==> config.mk <==
export PLATFORM = sky130hd
export DESIGN_NAME = password_issuer
export DESIGN_NICKNAME = d
export VERILOG_FILES = /design/src/rtl/password_pkg.sv /design/src/rtl/lfsr10.sv /design/src/rtl/password_issuer.sv
export SDC_FILE = /design/constraint.sdc
export NUM_CORES = 1
export LEC_CHECK = 0
export CAP_MARGIN = 30
export CORE_ASPECT_RATIO = 1.4
export CORE_MARGIN = 1.5
export CORE_UTILIZATION = 58
export CTS_BUF_LIST = sky130_fd_sc_hd__clkbuf_16
export DETAILED_ROUTE_END_ITERATION = 7
export GPL_TIMING_DRIVEN = 0
export PLACE_DENSITY = 0.8
export SYNTH_ARGS = -nofsm -noshare
export SYNTH_HDL_FRONTEND = slang
export SYNTH_SLANG_ARGS = --single-unit
export TNS_END_PERCENT = 20
==> constraint.sdc <==
create_clock -name clk -period 9.6 [get_ports clk]
set_input_delay 2.88 -clock clk [delete_from_list [all_inputs] [get_ports clk]]
set_output_delay 2.88 -clock clk [all_outputs]
set_load 0.02 [all_outputs]
==> src/rtl/password_pkg.sv <==
// Shared types and constants for the password issuer.
// ISSUER_FIXED_PW_EN selects the FIXED_PW table over the LFSR.
package password_pkg;

  typedef enum logic [2:0] {
    IDLE,
    GEN,
    OFFER,
    PLAY,
    WIN,
    FAIL
  } state_e;

  localparam int LFSR_W = 10;
  localparam int TAP_HI = 9;
  localparam int TAP_LO = 6;
  localparam logic [LFSR_W-1:0] DEF_SEED = 10'h2A5;

  localparam int MIN_TIME  = 10;
  localparam int TIME_STEP = 5;

  localparam logic [LFSR_W-1:0] FIXED_PW [9] = '{
    10'h15A, 10'h0C3, 10'h2E7, 10'h391, 10'h04F,
    10'h1B6, 10'h26D, 10'h3F2, 10'h0A8
  };

  // x^10 + x^7 + 1, shifting toward the MSB
  function automatic logic [LFSR_W-1:0] lfsr_next(
    input logic [LFSR_W-1:0] v
  );
    return {v[LFSR_W-2:0], v[TAP_HI] ^ v[TAP_LO]};
  endfunction

endpackage

==> src/rtl/lfsr10.sv <==
// 10-bit Fibonacci LFSR with synchronous load and step enable.
// Load has priority over step.
module lfsr10
  import password_pkg::*;
(
  input  logic              clk,
  input  logic              reset_n,
  input  logic              load,
  input  logic [LFSR_W-1:0] load_val,
  input  logic              step,
  output logic [LFSR_W-1:0] q
);

  logic [LFSR_W-1:0] q_q;

  always_ff @(posedge clk or negedge reset_n) begin
    if (!reset_n) begin
      q_q <= DEF_SEED;
    end else if (load) begin
      q_q <= load_val;
    end else if (step) begin
      q_q <= lfsr_next(q_q);
    end
  end

  assign q = q_q;

endmodule

==> src/rtl/password_issuer.sv <==
// Level-based password issuer with valid/ready offer handshake.
// Define ISSUER_FIXED_PW_EN to issue passwords from FIXED_PW.
module password_issuer
  import password_pkg::*;
#(
  parameter int NUM_LEVELS = 5,
  parameter int BASE_TIME  = 30
) (
  input  logic       clk,
  input  logic       reset_n,
  input  logic       start,
  input  logic [9:0] seed,
  input  logic       solved,
  input  logic       timeout,
  input  logic       pw_ready,
  output logic       pw_valid,
  output logic [9:0] password,
  output logic [3:0] level,
  output logic [3:0] time_tens,
  output logic [3:0] time_ones,
  output logic       win,
  output logic       fail
);

  state_e      state_q;
  logic [3:0]  cnt_q;
  logic [3:0]  level_q;
  logic [9:0]  pw_q;
  logic        valid_q;
  logic [3:0]  tens_q;
  logic [3:0]  ones_q;
  logic        win_q;
  logic        fail_q;

  logic [9:0]  lfsr_q;
  logic [9:0]  lfsr_seed;
  logic        lfsr_step;
  logic [9:0]  pw_d;
  logic [3:0]  tens_d;
  logic [3:0]  ones_d;
  int          t_c;

  assign lfsr_seed = (seed == '0) ? DEF_SEED : seed;
  assign lfsr_step = (state_q == GEN) && !start;

  lfsr10 u_lfsr (
    .clk      (clk),
    .reset_n  (reset_n),
    .load     (start),
    .load_val (lfsr_seed),
    .step     (lfsr_step),
    .q        (lfsr_q)
  );

  // Password is captured on the same edge as the final GEN step
`ifdef ISSUER_FIXED_PW_EN
  assign pw_d = FIXED_PW[level_q - 4'd1];
`else
  assign pw_d = lfsr_next(lfsr_q);
`endif

  always_comb begin
    t_c = BASE_TIME - TIME_STEP * (int'(level_q) - 1);
    if (t_c < MIN_TIME) t_c = MIN_TIME;
    tens_d = 4'(t_c / 10);
    ones_d = 4'(t_c % 10);
  end

  always_ff @(posedge clk or negedge reset_n) begin
    if (!reset_n) begin
      state_q <= IDLE;
      cnt_q   <= '0;
      level_q <= '0;
      pw_q    <= '0;
      valid_q <= 1'b0;
      tens_q  <= '0;
      ones_q  <= '0;
      win_q   <= 1'b0;
      fail_q  <= 1'b0;
    end else if (start) begin
      state_q <= GEN;
      cnt_q   <= '0;
      level_q <= 4'd1;
      valid_q <= 1'b0;
      win_q   <= 1'b0;
      fail_q  <= 1'b0;
    end else begin
      unique case (state_q)
        GEN: begin
          if (cnt_q == level_q) begin
            state_q <= OFFER;
            valid_q <= 1'b1;
            pw_q    <= pw_d;
            tens_q  <= tens_d;
            ones_q  <= ones_d;
          end else begin
            cnt_q <= cnt_q + 4'd1;
          end
        end
        OFFER: begin
          if (pw_ready) begin
            state_q <= PLAY;
            valid_q <= 1'b0;
          end
        end
        PLAY: begin
          if (solved) begin
            if (level_q == 4'(NUM_LEVELS)) begin
              state_q <= WIN;
              win_q   <= 1'b1;
            end else begin
              state_q <= GEN;
              level_q <= level_q + 4'd1;
              cnt_q   <= '0;
            end
          end else if (timeout) begin
            state_q <= FAIL;
            fail_q  <= 1'b1;
          end
        end
        default: begin
        end
      endcase
    end
  end

  assign pw_valid  = valid_q;
  assign password  = pw_q;
  assign level     = level_q;
  assign time_tens = tens_q;
  assign time_ones = ones_q;
  assign win       = win_q;
  assign fail      = fail_q;

endmodule

==> results of run 1 <==
## worst reg2reg max path: cells and delay by family (launching register included)
| family | cells | cell delay [ns] |
|---|---|---|
| adders and majority gates | 7 | 2.24 |
| muxes | 2 | 0.58 |
| AOI/OAI and AO/OA | 8 | 2.12 |
| DFF | 1 | 0.46 |
| and+or+nand+nor | 12 | 2.38 |
| xor gates and xnor gates | 1 | 0.16 |
| buffers and inverters | 5 | 0.81 |
## worst paths after layout
check                      slack [ns]      endpoint        start
setup / recovery                 0.74  time_ones[2]     level[0]
hold / removal                   0.46   password[9]  password[9]
setup reg to reg                 0.74  time_ones[2]     level[0]
hold reg to reg                  0.46   password[9]  password[9]
max in group asynchronous        6.28   password[4]      reset_n
min in group asynchronous        2.73    state_q[0]      reset_n
## stage by stage
| stage | setup WS, ns | hold WS (ns) | utilization |
|---|---|---|---|
| after floorplan | 1.33 | 0.467 | - |
| after global placement | 0.491 | 0.449 | 0.671 |
| after detailed placement | 0.344 | 0.456 | 0.670 |
| after CTS | 0.280 | 0.468 | 0.699 |
| after global routing | 0.0500 | 0.480 | 0.706 |
| final | 0.737 | 0.461 | 0.706 |
## sequential cells by signal, summed over array words and instances, names as in the netlist
signal,count
fail,1
pw_valid,1
level,4
time_tens,4
time_ones,4
password,10
cnt_q,4
state_q,3
u_lfsr.q,10
win,1
## logic make-up (layout without fill, tap and decap cells)
kind of cell	Yosys count	count (layout)	share of synthesized area
mux	13	13	0.0377
flops	42	42	0.270
fa+ha+maj	21	21	0.0710
simple gates	224	224	0.277
compound gates	119	119	0.232
buf+inv	40	88	0.0429
xor+xnor	30	30	0.0691
## layer usage
layer  share of wire  track usage  routed length [µm]  up-vias
met1            0.41        0.309                3950     1780
met4           0.023        0.113                 223        0
met3           0.036       0.0241                 342       20
li1                -            -                   -     1874
met5               0            0                   0        -
met2            0.53        0.511                5070      114
## area by class of cell
type                    instances  area [µm²]  area share
plain buffers                  21        97.6      0.0210
repair buffers                 40         395      0.0852
clock inverters                 3        63.8      0.0138
inverters                      19        71.3      0.0154
flip-flops and latches         42        1060       0.228
well taps                      74        92.6      0.0200
multi-input cells             407        2740       0.590
clock buffers                   5         125      0.0270
## placed cells by master, fill, tap and decap left out, drive strengths merged, types with 6 or more instances in the layout
cell type / instances
xnor2: 19
clkbuf: 19
a211oi: 8
nor4: 6
inv: 17
nand3: 10
nor2: 50
nor2b: 6
mux2i: 8
nor3: 17
buf: 8
xor2: 11
o21ai: 31
a21oi: 17
nand2b: 7
dfrtp: 37
nand2: 92
o211ai: 7
a31oi: 8
and2: 7
ha: 19
nand4: 8
clkdlybuf4s50: 39
==> parameters.txt, run 1 <==
Parameter                              Value

STA
  Worst Tran Pin Value ... 0.920 ns
  Setup repair after global routing missed its margin ... false
  Crit share post-route ... 0.923
  Worst slew margin relative to its limit ... 0.386
  F_max ... 113 MHz
  Worst-case clock skew ... 0.00249 ns
  Fin Setup TNS ... 0 ns
  Number of endpoints failing setup at the final stage ... 0
  Number of endpoints with negative hold slack in the final report ... 0
  Slew Viols, Final ... 0
  Minimum clock period after layout ... 8.86 ns

Placement
  Post-place instance area ... 0.00440 mm²
  Number of buffers inserted by port buffering ... 40
  Detailed-placement wirelength estimate ... 7110 µm
  Final Wtd Congestion ... 0.910
  Cell Count Post-Placement ... 603

Cells and area
  Synthesis-to-layout area growth ... 18.6%
  Total Nets Final ... 573
  Final Instance Count excl. Fillers ... 611
  Number of inserted diodes ... 0
  Fillers ... 544
  Layout cells sized above 1 ... 0.101
  Summed area of non-filler cells in the final layout ... 0.00464 mm²

Clock tree
  H-tree level count ... 2
  Clock transition at the register clock pins on the worst setup and hold paths after CTS ... 0.06 ns
  CTS resizes ... 0
  Worst-skew pair later-pin latency ... 0.28 ns
  Clock buffers created by TritonCTS ... 5
  Bufs on Longest Clock Path ... 2
  Sink count of the clock tree ... 42
  Post-CTS Hold Fix Bufs ... 0
  CTS tree ... built
  Number of buffers added for setup after CTS ... 0
  Clock root buffer ... sky130_fd_sc_hd__clkbuf_16

Setup path
  Worst Reg-to-Reg Cells ... 35
  Critical path launch point type ... flip-flop
  Biggest cell delay along the critical path ... 0.51 ns
  Slowest cell on crit path ... sky130_fd_sc_hd__fa_1
  Kind of capture point of the worst setup path ... flip-flop
  Type of the worst setup path ... reg -> reg
  CP Buf/Inv Count ... 5
  WP depth ... 35
  Kind of cell adding the most delay to the critical path ... simple AND/OR/NAND/NOR gates
  Data required time of the worst path ... 9.76 ns
  Data arrival time at the worst-slack endpoint ... 9.03 ns
  Critical path fanouts, max ... 10
  Most common cell on crit path ... sky130_fd_sc_hd__ha_1

Yosys
  Number of enable-type register cells in the synthesized netlist ... 0
  Cell count after synthesis ... 489
  Top_reg_cell synth ... sky130_fd_sc_hd__dfrtp_1
  Average cell area after synthesis ... 8.00 µm²
  Proportion of synthesized chip area in sequential cells ... 0.270
  Commonest cells in the netlist ... 92 x sky130_fd_sc_hd__nand2_1, 49 x sky130_fd_sc_hd__nor2_1, 37 x sky130_fd_sc_hd__dfrtp_1
  Number of register bits inferred by synthesis ... 42
  Summed instance area of the synthesized netlist ... 0.00391 mm²
  Post-synth ARST share ... 1.00
  Syn Nets ... 526
  Most common cell in the netlist ... sky130_fd_sc_hd__nand2_1
  Post-synth cell types ... 80
  Dominant cell type by area after synthesis ... sky130_fd_sc_hd__dfrtp_1
  Dominant cells by area after synthesis ... sky130_fd_sc_hd__dfrtp_1 24%, sky130_fd_sc_hd__nand2_1 8.8%, sky130_fd_sc_hd__ha_1 6.1%
  Post-synth top area share ... 0.237
  Number of warnings reported in the yosys synthesis log ... 0

GRT
  Pin count of the biggest net entering global routing ... 43
  Number of antenna violations at the first check in global routing ... 0
  Via count of the first global-routing pass ... 3697
  First-pass GRT wire length ... 16100 µm
  Remaining global-route overflow ... 0
  Overall track demand over capacity in global routing ... 0.272

Floorplan
  Width of the die ... 72.4 µm
  Placement Rows ... 35
  I/O pins ... 41
  Die ar. ... 0.00725 mm²
  Initial standard-cell utilization of the core ... 0.596
  Core box area ... 0.00657 mm²
  Die Y-Extent ... 100 µm

Detailed routing
  Aggregate routed wire length ... 9580 µm
  Routed wire per std cell ... 15.7 µm
  Vias after detailed routing ... 3788
  Via/cell ratio ... 6.20
  Detailed Route Iter0 Violations ... 154
  DRC violations left ... 0
  Pre-Repair DR Iteration Count ... 4
  Final ANT Viol Nets ... 0

Worst hold path
  Worst min path class ... reg -> reg
  Hold path cells ... 2

Status
  Result of the run ... complete, no violations

Run
  Maximum capacitance violations ... 0
Power of run 1 is not shown: default switching activity piles up to over one toggle a cycle in this logic, so the estimate is an artifact.
==> run 2: changes to the inputs <==
--- a/config.mk
+++ b/config.mk
@@ -6,7 +6,7 @@
 export NUM_CORES = 1
 export LEC_CHECK = 0
 export CAP_MARGIN = 30
-export CORE_ASPECT_RATIO = 1.4
+export CORE_ASPECT_RATIO = 1.1
 export CORE_MARGIN = 1.5
 export CORE_UTILIZATION = 58
 export CTS_BUF_LIST = sky130_fd_sc_hd__clkbuf_16
==> run 2 against run 1 <==
Effect of this change:
- maximum frequency shrank 1.8%
- hold slack improved by 0.0038 ns
- cell count up 1.5%
- first-iteration DRC count up 19%
- setup slack lost 0.16 ns
==> parameters.txt, run 2 (synthesis results as in run 1) <==
Parameter                              Value

GRT
  Pin count of the biggest net entering global routing ... 34 (-21%)
  Grt met1 use ... 0.336 (+0.0267)
  Number of antenna violations at the first check in global routing ... 0 (unchanged)
  Met3 track demand over resource in global routing ... 0.0173 (-0.00675)
  Routing usage on met2 ... 0.519 (+0.00776)
  Overall track demand over capacity in global routing ... 0.279 (+0.00695)
  Busiest grt layer ... met2
  Via count of the first global-routing pass ... 3513 (-5.0%)
  First-pass GRT wire length ... 16100 µm (about the same)
  Remaining global-route overflow ... 0 (unchanged)

Clock tree
  Sink count of the clock tree ... 42 (unchanged)
  Worst-skew pair later-pin latency ... 0.28 ns (about the same)
  Post-CTS Hold Fix Bufs ... 0 (unchanged)
  Clock root buffer ... sky130_fd_sc_hd__clkbuf_16
  H-tree level count ... 2 (unchanged)
  Clock transition at the register clock pins on the worst setup and hold paths after CTS ... 0.06 ns (about the same)
  Bufs on Longest Clock Path ... 2 (unchanged)
  Clock buffers created by TritonCTS ... 5 (unchanged)
  CTS tree ... built

STA
  Number of endpoints failing setup at the final stage ... 0 (unchanged)
  Worst-case clock skew ... 0.00745 ns (+0.00496 ns)
  Slew Viols, Final ... 0 (unchanged)
  Smallest setup slack after layout ... 0.576 ns (-0.161 ns)
  Crit share post-route ... 0.940 (+0.0168)
  Worst slew margin relative to its limit ... 0.453 (+0.0664)
  Minimum clock period after layout ... 9.02 ns (+0.161 ns)
  F_max ... 111 MHz (-1.8%)
  Worst Tran Pin Value ... 0.810 ns (-0.110 ns)
  Number of endpoints with negative hold slack in the final report ... 0 (unchanged)
  Worst hold margin ... 0.465 ns (+0.00376 ns)
  Setup repair after global routing missed its margin ... false
  Fin Setup TNS ... 0 ns (unchanged)

Setup path
  Biggest cell delay along the critical path ... 0.50 ns (about the same)
  Reg2reg end ... time_ones[2]
  Slowest cell on crit path ... sky130_fd_sc_hd__fa_1
  Worst Reg-to-Reg Cells ... 36 (+2.9%)
  Critical register-to-register path startpoint ... level[0]
  Most common cell on crit path ... sky130_fd_sc_hd__ha_1
  Data arrival time at the worst-slack endpoint ... 9.19 ns (+0.16 ns)
  Critical path fanouts, max ... 10 (unchanged)
  Critical path launch point type ... flip-flop
  Type of the worst setup path ... reg -> reg
  Minimum setup slack among reg-to-reg paths ... 0.58 ns (-0.16 ns)
  Kind of capture point of the worst setup path ... flip-flop
  Data required time of the worst path ... 9.76 ns (about the same)

Detailed routing
  Pre-Repair DR Iteration Count ... 5 (+1)
  Detailed Route Iter0 Violations ... 183 (+19%)
  Aggregate routed wire length ... 9900 µm (+3.3%)
  Final ANT Viol Nets ... 0 (unchanged)
  Vias after detailed routing ... 3867 (+2.1%)
  Routed wire per std cell ... 16.0 µm (+1.8%)
  Via/cell ratio ... 6.24 (+0.60%)
  DRC violations left ... 0 (unchanged)

Floorplan
  Width of the die ... 81.3 µm (+12%)
  I/O pins ... 41 (unchanged)
  Die Y-Extent ... 89.1 µm (-11%)
  Placement Rows ... 31 (-11%)
  Initial standard-cell utilization of the core ... 0.597 (+0.00125)
  Core box area ... 0.00656 mm² (-0.21%)
  Die ar. ... 0.00725 mm² (about the same)

Status
  Result of the run ... complete, no violations

Placement
  Detailed-placement wirelength estimate ... 7300 µm (+2.7%)
  Final Wtd Congestion ... 0.965 (+6.0%)
  Worst Setup Slack post-DPL ... 0.280 ns (-0.0638 ns)
  Number of buffers inserted by port buffering ... 40 (unchanged)

Run
  Maximum capacitance violations ... 0 (unchanged)

Cells and area
  Utilization of the core after routing ... 0.712 (+0.00587)
  Fillers ... 514 (-5.5%)
  Synthesis-to-layout area growth ... 19.3%
  Number of inserted diodes ... 0 (unchanged)
  Layout cells sized above 1 ... 0.102 (+0.00167)
  Total Nets Final ... 574 (+0.17%)
  Commonest cells after routing, fill and taps aside ... 91 x sky130_fd_sc_hd__nand2_1, 47 x sky130_fd_sc_hd__nor2_1, 39 x sky130_fd_sc_hd__clkdlybuf4s50_1, 37 x sky130_fd_sc_hd__dfrtp_1, 27 x sky130_fd_sc_hd__o21ai_0
  Leading cell type in the layout, fill and taps excluded ... sky130_fd_sc_hd__nand2_1

Worst hold path
  Hold Path Sink ... password[7]
  Hold wc startpoint ... password[7]
  Worst min path class ... reg -> reg
  Hold path cells ... 2 (unchanged)
## run 2: cell types whose count changed in the layout (fill, tap and decap cells not counted), sizes merged
cell  previous run  this run
buf              8         9
## run 2: worst max path at each step
stage / start / to / slack (ns) / cells past startpoint
2_1_floorplan: level[0] / time_ones[2] / 1.33 / 37
3_3_place_gp: level[0] / time_ones[2] / 0.44 / 36
3_5_place_dp: level[0] / time_ones[2] / 0.28 / 36
4_1_cts: level[0] / time_ones[2] / 0.25 / 36
5_1_grt: level[0] / time_ones[2] / 0.001 / 36
6_report: level[0] / time_ones[2] / 0.58 / 36
## run 2: timing repair
action,in CTS,in global routing
setup buffers,0,0
endpoints found under the hold margin,0,0
setup endpoints to repair,0,6
resized for setup,0,10
## run 2: per-layer routing
layer | up-vias | part of all wire
met3 | 15 | 0.042
met5 | - | 0
met2 | 134 | 0.51
met4 | 0 | 0.018
met1 | 1852 | 0.43
li1 | 1866 | -
## run 2: worst max-delay path, delay by kind of cell (launching register included)
family | cells | cell delay [ns]
fa+ha+maj | 7 | 2.28
compound gates | 7 | 1.60
simple gates | 13 | 2.85
flops | 1 | 0.47
mux | 2 | 0.50
buf+inv | 5 | 0.82
xor+xnor | 2 | 0.35
## run 2: per-stage QoR
step                instance area (µm²)  instances
finish                             4670        620
global route                       4670        620
CTS                                4620        620
detailed placement                 4430        612
global placement                   4420        611
floorplan                          3910        489
## run 2: cell type report
type / instances / area (µm²) / area share
clock inverters: 3 / 68.8 / 0.0147
well taps: 82 / 103 / 0.0220
flip-flops and latches: 42 / 1060 / 0.226
repair buffers: 41 / 415 / 0.0890
plain buffers: 21 / 97.6 / 0.0209
inverters: 19 / 71.3 / 0.0153
multi-input cells: 407 / 2730 / 0.585
clock buffers: 5 / 125 / 0.0268
Power of run 2 is left out for the same reason.
==> run 3: changes to the inputs <==
--- a/config.mk
+++ b/config.mk
@@ -7,7 +7,6 @@
 export LEC_CHECK = 0
 export CAP_MARGIN = 30
 export CORE_ASPECT_RATIO = 1.1
-export CORE_MARGIN = 1.5
 export CORE_UTILIZATION = 58
 export CTS_BUF_LIST = sky130_fd_sc_hd__clkbuf_16
 export DETAILED_ROUTE_END_ITERATION = 7
@@ -16,4 +15,4 @@
 export SYNTH_ARGS = -nofsm -noshare
 export SYNTH_HDL_FRONTEND = slang
 export SYNTH_SLANG_ARGS = --single-unit
-export TNS_END_PERCENT = 20
+export TNS_END_PERCENT = 5
==> run 3 against run 2 <==
Effect of this change:
- cell count unchanged
- register-to-register slack improved by 0.05 ns
- first-iteration DRC count increased by 12%
- clock skew decreased by 0.0036 ns
- final area decreased by 1.3%
- core utilization decreased by 0.92 points
- maximum frequency increased by 0.59%
- hold slack got worse by 0.0039 ns
- die area decreased by 2.3%
- sequential share of layout area increased by 0.30 points
- sequential cell count unchanged
- critical path type unchanged
- critical endpoint unchanged
==> parameters.txt, run 3 (synthesis results as in run 1) <==
Parameter                              Value

Status
  Result of the run ... complete, no violations

STA
  Number of endpoints failing setup at the final stage ... 0 (unchanged)
  Fin Setup TNS ... 0 ns (unchanged)
  Worst Tran Pin Value ... 0.766 ns (-0.0440 ns)
  Worst-case clock skew ... 0.00387 ns (-0.00358 ns)
  Number of endpoints with negative hold slack in the final report ... 0 (unchanged)
  Worst slew margin relative to its limit ... 0.483 (+0.0297)
  Crit share post-route ... 0.934 (-0.00553)
  Smallest setup slack after layout ... 0.629 ns (+0.0531 ns)
  F_max ... 111 MHz (+0.59%)
  Slew Viols, Final ... 0 (unchanged)
  Setup repair after global routing missed its margin ... false
  Minimum clock period after layout ... 8.97 ns (-0.0531 ns)

Setup path
  Type of the worst setup path ... reg -> reg
  Slowest cell on crit path ... sky130_fd_sc_hd__fa_1
  Data required time of the worst path ... 9.79 ns (+0.03 ns)
  Biggest cell delay along the critical path ... 0.50 ns (about the same)
  Critical path launch point type ... flip-flop
  Kind of capture point of the worst setup path ... flip-flop
  Most common cell on crit path ... sky130_fd_sc_hd__ha_1
  Critical path fanouts, max ... 10 (unchanged)
  Data arrival time at the worst-slack endpoint ... 9.16 ns (-0.03 ns)

Placement
  Number of buffers inserted by port buffering ... 40 (unchanged)
  Final Wtd Congestion ... 0.953 (-1.3%)
  Worst Setup Slack post-DPL ... 0.314 ns (+0.0339 ns)
  Detailed-placement wirelength estimate ... 7230 µm (-0.91%)

Detailed routing
  Vias after detailed routing ... 3734 (-3.4%)
  DRC violations left ... 0 (unchanged)
  Via/cell ratio ... 6.02 (-3.4%)
  Final ANT Viol Nets ... 0 (unchanged)
  Routed wire per std cell ... 15.2 µm (-4.7%)
  Aggregate routed wire length ... 9440 µm (-4.7%)
  Pre-Repair DR Iteration Count ... 4 (-1)
  Detailed Route Iter0 Violations ... 205 (+12%)

GRT
  Number of antenna violations at the first check in global routing ... 0 (unchanged)
  Met3 track demand over resource in global routing ... 0.0188 (+0.00140)
  Pin count of the biggest net entering global routing ... 31 (-8.8%)
  Routing usage on met2 ... 0.507 (-0.0126)
  Via count of the first global-routing pass ... 3495 (-0.51%)
  Grt met1 use ... 0.340 (+0.00392)
  Busiest grt layer ... met2
  Overall track demand over capacity in global routing ... 0.275 (-0.00456)
  First-pass GRT wire length ... 15600 µm (-3.0%)
  Remaining global-route overflow ... 0 (unchanged)

Cells and area
  Layout cells sized above 1 ... 0.0967 (-0.00558)
  Commonest cells after routing, fill and taps aside ... 92 x sky130_fd_sc_hd__nand2_1, 47 x sky130_fd_sc_hd__nor2_1, 39 x sky130_fd_sc_hd__clkdlybuf4s50_1, 37 x sky130_fd_sc_hd__dfrtp_1, 27 x sky130_fd_sc_hd__o21ai_0
  Fillers ... 527 (+2.5%)
  Total Nets Final ... 574 (unchanged)
  Synthesis-to-layout area growth ... 17.8%
  Number of inserted diodes ... 0 (unchanged)
  Utilization of the core after routing ... 0.703 (-0.00916)
  Leading cell type in the layout, fill and taps excluded ... sky130_fd_sc_hd__nand2_1

Floorplan
  Placement Rows ... 31 (unchanged)
  Die ar. ... 0.00708 mm² (-2.3%)
  I/O pins ... 41 (unchanged)
  Width of the die ... 80.3 µm (-1.2%)
  Die Y-Extent ... 88.1 µm (-1.1%)
  Initial standard-cell utilization of the core ... 0.597 (unchanged)
  Core box area ... 0.00656 mm² (unchanged)

Worst hold path
  Worst min path class ... reg -> reg

Clock tree
  Clock buffers created by TritonCTS ... 5 (unchanged)
  H-tree level count ... 2 (unchanged)
  Bufs on Longest Clock Path ... 2 (unchanged)
  Clock transition at the register clock pins on the worst setup and hold paths after CTS ... 0.06 ns (about the same)
  Worst-skew pair later-pin latency ... 0.28 ns (about the same)
  Number of buffers added for setup after CTS ... 0 (unchanged)
  CTS tree ... built
  Clock root buffer ... sky130_fd_sc_hd__clkbuf_16
  Sink count of the clock tree ... 42 (unchanged)

Run
  Maximum capacitance violations ... 0 (unchanged)
run 3: cell types whose count changed in the layout (fill, tap and decap cells not counted), sizes merged:
cell,before,now
clkinv,3,4
inv,17,18
bufinv,2,0
run 3: critical path: cells and delay by family, from the launching register on:
kind / cells / cell delay (ns)
compound gates: 7 / 1.71
xor+xnor: 4 / 1.09
buf+inv: 5 / 0.83
fa+ha+maj: 7 / 2.20
flops: 1 / 0.49
simple gates: 12 / 2.29
mux: 1 / 0.24
run 3: final cells by class:
cell class	instances	area, µm²	share of cell area
plain buffers	21	97.6	0.0212
clock buffers	5	125	0.0272
clock inverters	3	12.5	0.00272
inverters	19	71.3	0.0155
multi-input cells	407	2730	0.592
flip-flops and latches	42	1060	0.229
well taps	82	103	0.0223
repair buffers	41	415	0.0901
run 3: through the flow:
step / cell area (µm²) / instances / hold slack, ns
2_1_floorplan: 3910 / 489 / 0.467
3_3_place_gp: 4420 / 611 / 0.449
3_5_place_dp: 4430 / 612 / 0.456
4_1_cts: 4570 / 620 / 0.469
5_1_grt: 4610 / 620 / 0.479
6_report: 4610 / 620 / 0.461
run 3: timing repair:
item                                    in CTS  in global routing
resized for setup                            0                  8
endpoints found under the setup margin       0                  6
hold buffers                                 0                  0
run 3: layer usage:
metal | wire [µm] | part of all wire
met1 | 4250 | 0.45
met3 | 298 | 0.032
met4 | 106 | 0.011
met2 | 4780 | 0.51
met5 | 0 | 0
run 3: worst paths after layout:
check	start	cells after the start	slack (ns)	to
worst max-delay path	level[0]	36	0.63	time_ones[2]
worst min-delay path	password[7]	2	0.46	password[7]
worst max register to register	level[0]	36	0.63	time_ones[2]
worst min register to register	password[7]	2	0.46	password[7]
max in group asynchronous	reset_n	2	6.59	u_lfsr.q[0]
min in group asynchronous	reset_n	1	2.49	fail
Power of run 3 is left out for the same reason.
